[config.mk]
export PLATFORM = sky130hd
export DESIGN_NAME = stream_inverse_sched
export DESIGN_NICKNAME = d
export VERILOG_FILES = /design/src/rtl/stream_inverse_sched.sv
export SDC_FILE = /design/constraint.sdc
export NUM_CORES = 1
export LEC_CHECK = 0
export CAP_MARGIN = 30
export CORE_MARGIN = 2
export CORE_UTILIZATION = 34
export CTS_BUF_LIST = sky130_fd_sc_hd__clkbuf_4 sky130_fd_sc_hd__clkbuf_8 sky130_fd_sc_hd__clkbuf_16
export DETAILED_ROUTE_END_ITERATION = 12
export PLACE_DENSITY = 0.9
export SYNTH_ARGS = -nofsm -noshare
export SYNTH_HDL_FRONTEND = slang
export SYNTH_SLANG_ARGS = --single-unit
[constraint.sdc]
create_clock -name clk -period 4.8 [get_ports clk]
set_clock_uncertainty 0.2 [all_clocks]
set_input_delay 0.96 -clock clk [delete_from_list [all_inputs] [get_ports clk]]
set_output_delay 0.96 -clock clk [all_outputs]
set_load 0.05 [all_outputs]
[src/rtl/stream_inverse_sched.sv]
// Two-requester frame scheduler in front of a streaming inverse engine.
// Grants one frame at a time, loads it into the engine, then drains the results back to the owner.
module stream_inverse_sched #(
   parameter int WIDTH   = 32,
   parameter int MAX_LEN = 16,
   parameter int LEN_W   = 5
) (
   input  logic             clk,
   input  logic             rst,
   input  logic             req0,
   input  logic             req1,
   input  logic [LEN_W-1:0] len0,
   input  logic [LEN_W-1:0] len1,
   input  logic [WIDTH-1:0] data0,
   input  logic [WIDTH-1:0] data1,
   input  logic             vld0,
   input  logic             vld1,
   output logic             rdy0,
   output logic             rdy1,
   output logic [1:0]       gnt,
   output logic [WIDTH-1:0] eng_in,
   output logic             eng_in_valid,
   input  logic             eng_in_ready,
   input  logic [WIDTH-1:0] eng_out,
   input  logic             eng_out_valid,
   output logic [WIDTH-1:0] out_data,
   output logic             out_valid,
   output logic             out_id,
   output logic             busy,
   output logic             err
);

   // state | meaning
   // IDLE  | no owner; arbitrate qualifying requests
   // LOAD  | owner's words stream into the engine
   // DRAIN | engine results stream back to the owner

   typedef enum logic [1:0] {IDLE, LOAD, DRAIN} state_t;

   localparam logic [LEN_W-1:0] LEN_MAX = LEN_W'(MAX_LEN);
   localparam logic [LEN_W-1:0] LEN_ONE = LEN_W'(1);

   state_t           state, state_nxt;
   logic             armed, owner, rr, err_q;
   logic [LEN_W-1:0] eff_len, ld_cnt, dr_cnt;
   logic             q0, q1, pick, grant;
   logic [LEN_W-1:0] len_pick, len_clamp;
   logic             ld_xfer, ld_last, dr_beat, dr_last;

   assign q0        = req0 && (len0 != '0);
   assign q1        = req1 && (len1 != '0);
   assign pick      = (q0 && q1) ? rr : q1;
   // armed holds off the first edge after reset release so grants start no earlier than the second
   assign grant     = armed && (state == IDLE) && (q0 || q1);
   assign len_pick  = pick ? len1 : len0;
   assign len_clamp = (len_pick > LEN_MAX) ? LEN_MAX : len_pick;
   assign ld_xfer   = (state == LOAD) && (owner ? vld1 : vld0) && eng_in_ready;
   assign ld_last   = ld_xfer && ((ld_cnt + LEN_ONE) == eff_len);
   assign dr_beat   = (state == DRAIN) && eng_out_valid;
   assign dr_last   = dr_beat && ((dr_cnt + LEN_ONE) == eff_len);
   assign err       = err_q;

   always_ff @(posedge clk or negedge rst) begin
      if (!rst) state <= IDLE;
      else      state <= state_nxt;
   end

   always_comb begin
      state_nxt    = state;
      gnt          = 2'b00;
      rdy0         = 1'b0;
      rdy1         = 1'b0;
      eng_in       = '0;
      eng_in_valid = 1'b0;
      out_data     = '0;
      out_valid    = 1'b0;
      out_id       = 1'b0;
      busy         = 1'b0;
      case (state)
         IDLE: begin
            if (grant) state_nxt = LOAD;
         end
         LOAD: begin
            busy         = 1'b1;
            gnt          = owner ? 2'b10 : 2'b01;
            eng_in       = owner ? data1 : data0;
            eng_in_valid = owner ? vld1 : vld0;
            rdy0         = !owner && eng_in_ready;
            rdy1         = owner && eng_in_ready;
            if (ld_last) state_nxt = DRAIN;
         end
         DRAIN: begin
            busy      = 1'b1;
            gnt       = owner ? 2'b10 : 2'b01;
            out_data  = eng_out;
            out_valid = eng_out_valid;
            out_id    = owner;
            if (dr_last) state_nxt = IDLE;
         end
         default: state_nxt = IDLE;
      endcase
   end

   always_ff @(posedge clk or negedge rst) begin
      if (!rst) begin
         armed   <= 1'b0;
         owner   <= 1'b0;
         rr      <= 1'b0;
         eff_len <= '0;
         ld_cnt  <= '0;
         dr_cnt  <= '0;
         err_q   <= 1'b0;
      end else begin
         armed <= 1'b1;
         if (grant) begin
            owner   <= pick;
            eff_len <= len_clamp;
            ld_cnt  <= '0;
            dr_cnt  <= '0;
         end
         if (ld_xfer) ld_cnt <= ld_cnt + LEN_ONE;
         if (dr_beat) dr_cnt <= dr_cnt + LEN_ONE;
         if (dr_last) rr <= !owner;
         // engine output outside DRAIN has no owner to go to
         if (eng_out_valid && (state != DRAIN)) err_q <= 1'b1;
      end
   end

endmodule
==> metrics.md, run 1 <==
| Metric | Value |
|---|---|
| Tmin final | `4.11 ns` |
| Finished Cell Area | `4020 sq um` |
| Nets | `549` |
| Top-area cell type share of the netlist area | `0.253` |
| Vias after detailed routing | `2384` |
| GRT overflow | `0` |
| First-pass GRT wire length | `11000 um` |
| Hold EP | `err` |
| RSZ-0062 raised after global routing | `false` |
| First-pass DRT Iterations | `4` |
| Commonest cells post-synth | `mux2i_1 (38), nor2_1 (36), and2_1 (34), dfrtp_1 (21)` |
| Peak Freq | `0.243 GHz` |
| Sequential share of the synthesized area | `0.253` |
| Worst hold start | `err` |
| Number of global-route vias before repair | `2284` |
| Layout cell share with drive strength beyond 1 | `0.0491` |
| PortBufs | `186` |
| Synth area leader | `dfrtp_1` |
| Power Density | `490 nW/um^2` |
| Final setup fails | `0` |
| Ys async rst share | `1.00` |
| Worst Path Arrival | `2.95 ns` |
| Final setup TNS | `0 ns` |
| Synth Cell Area | `2070 sq um` |
| GRT Overall Usage | `0.209` |
| WHS Path Cells | `1` |
| Row count | `28` |
| Gate Count Post-Synth | `250` |
| Yosys warning count | `0` |
| H-tree levels | `1` |
| Cts repair resizes | `0` |
| Clk_lat worst skew | `0.27 ns` |
| Clk root buf | `clkbuf_8` |
| Crit path required time | `3.64 ns` |
| Max_cap viols | `0` |
| Initial core utilization | `0.350` |
| Status | `finished, final reports clean` |
| FF-to-FF setup slack | `1.55 ns` |
| Post-Syn Nets | `370` |
| Startpoint type of the worst setup path | `flip-flop` |
| Worst-Margin Slew | `0.952 ns` |
| Initial DRC Count | `61` |
| Reg-to-Reg End | `state[1]` |
| Top-count cell post-synth | `mux2i_1` |
| Mapped Avg Cell Area | `8.30 sq um` |
| Placer Congestion | `0.800` |
| IO Pins | `187` |
| Ys flop type | `dfrtp_1` |
| Post-cts hold buffer count | `0` |
| Largest net degree at the start of global routing | `36` |
| Post-CTS Setup Repair Bufs | `0` |
| Dpl cell area | `3970 sq um` |
| Critical path type | `reg2out` |
| Pins over their slew limit | `0` |
| Worst Reg2Reg Path Length in Cells | `7` |
| # diodes | `0` |
| Dominant cells by area after synthesis | `dfrtp_1 (25%), mux2i_1 (18%), and2_1 (10%), nor2_1 (6.5%), xnor2_1 (5.1%)` |
| Worst VDD drop | `0.261 mV` |
| Leak Pwr | `0.00160 uW` |
| Final core occ | `0.679` |
| Fin. Hold Viols | `0` |
| Worst R2R Start | `state[0]` |
| Core area | `5920 sq um` |
| DRC errors left | `0` |
| Clock Sinks | `21` |
| WL/cell | `14.9 um` |
| CP endpoint kind | `output port` |
| Worst hold-check path type | `reg2reg` |
| Num CTS Buffers | `3` |
| Final worst path period share | `0.857` |
| Hpwl dp | `6280 um` |
| Count of different cell masters after synthesis | `39` |
| Die Y-Extent | `82.1 um` |
| Max_slew headroom | `0.363` |
| Die area | `6740 sq um` |
| CTS tree | `built` |
| Via/cell ratio | `4.74` |
| Clock tree buffer depth | `2` |
| Post-synth EDFFs | `0` |
| Synth Register Bits | `21` |
| CP Max Fanout | `35` |
| Die width | `82.1 um` |
| Synthesis-to-finish area growth | `93.8%` |
| Final wirelength | `7500 um` |
| Clock slew at reported path FFs | `0.08 ns` |
| Initial antenna violation count | `0` |
| ANT nets after route | `0` |
## layout make-up
class / instances / area (sq um)
Fill cell: 487 / 1900
Timing Repair Buffer: 189 / 1880
Multi-Input combinational cell: 205 / 1440
Sequential cell: 21 / 527
Tap cell: 75 / 93.8
Clock buffer: 3 / 41.3
Inverter: 9 / 33.8
Clock inverter: 1 / 5.00
## layout by cell type (no fill, tap or decap), types with 2 or more instances in the layout
master,n
mux2i_1,38
dfrtp_1,20
mux2_2,2
o21ai_1,8
nor2_1,36
nor2b_1,9
o21ai_2,5
xnor2_1,12
and2_1,34
xor2_1,8
nand2_1,12
ha_1,6
or4_1,2
a41oi_1,2
clkdlybuf4s50_1,186
nand3_1,12
clkbuf_8,3
nor3_1,2
buf_4,3
inv_1,8
## state kept, by name, summed over array words and instances, names as in the netlist
signal,flops
armed,1
eff_len,5
owner,1
rr,1
dr_cnt,5
state,2
err,1
ld_cnt,5
## critical path, cell delays in order (launching register included)
cell and delay [ns]:
dfrtp_1 0.41, inv_1 0.11, ha_1 0.71, nand2_1 0.44
inv_1 0.18, clkdlybuf4s50_1 0.82
## layer usage
metal  wire (um)  track usage  vias to the layer above
li1            -            -                     1194
met1        2860        0.239                     1086
met2        3850        0.385                       93
met3         631       0.0359                       11
met4         151       0.0833                        0
met5           0            0                        -
## through the flow
step / instances / power [uW] / hold slack, ns / setup slack [ns]
final: 503 / 1970 / 0.256 / 0.688
after global routing: 503 / 2080 / 0.285 / 0.380
after CTS: 503 / 1990 / 0.260 / 0.659
after detailed placement: 499 / 1860 / 0.242 / 0.958
after global placement: 499 / 1830 / 0.239 / 1.00
after floorplan: 250 / 1370 / 0.249 / 1.86
## logic make-up after synthesis
| kind of cell | synth area share |
|---|---|
| adder cells (fa/ha/maj) | 0.0362 |
| multiplexers | 0.194 |
| AO/OA/AOI/OAI | 0.106 |
| AND/OR/NAND/NOR | 0.270 |
| flip-flops | 0.253 |
| buffers and inverters | 0.0549 |
| other | 0.00181 |
| XOR/XNOR | 0.0844 |
## where the power goes
| group | leakage, uW | internal (uW) | switching, uW |
|---|---|---|---|
| Combinational | 0.00130 | 596 | 930 |
| Sequential | 0.000273 | 227 | 97.4 |
| Clock | 0.0000255 | 58.0 | 60.7 |
## worst max-delay path by stage
stage | start | to | slack [ns] | cells after the start
finish | state[0] | out_valid | 0.69 | 5
global route | state[0] | out_valid | 0.38 | 5
CTS | state[0] | out_valid | 0.66 | 5
detailed placement | state[0] | out_valid | 0.96 | 5
global placement | eng_out_valid | out_valid | 1.00 | 4
floorplan | state[0] | gnt[0] | 1.86 | 3
Note: power is estimated with default switching activity, not from simulation.
==> run 2, diff against run 1 <==
- CTS_CLUSTER_SIZE: not set -> 10
==> results of run 2 <==
No change in the layout: final DEF, timing and power equal those of run 1.
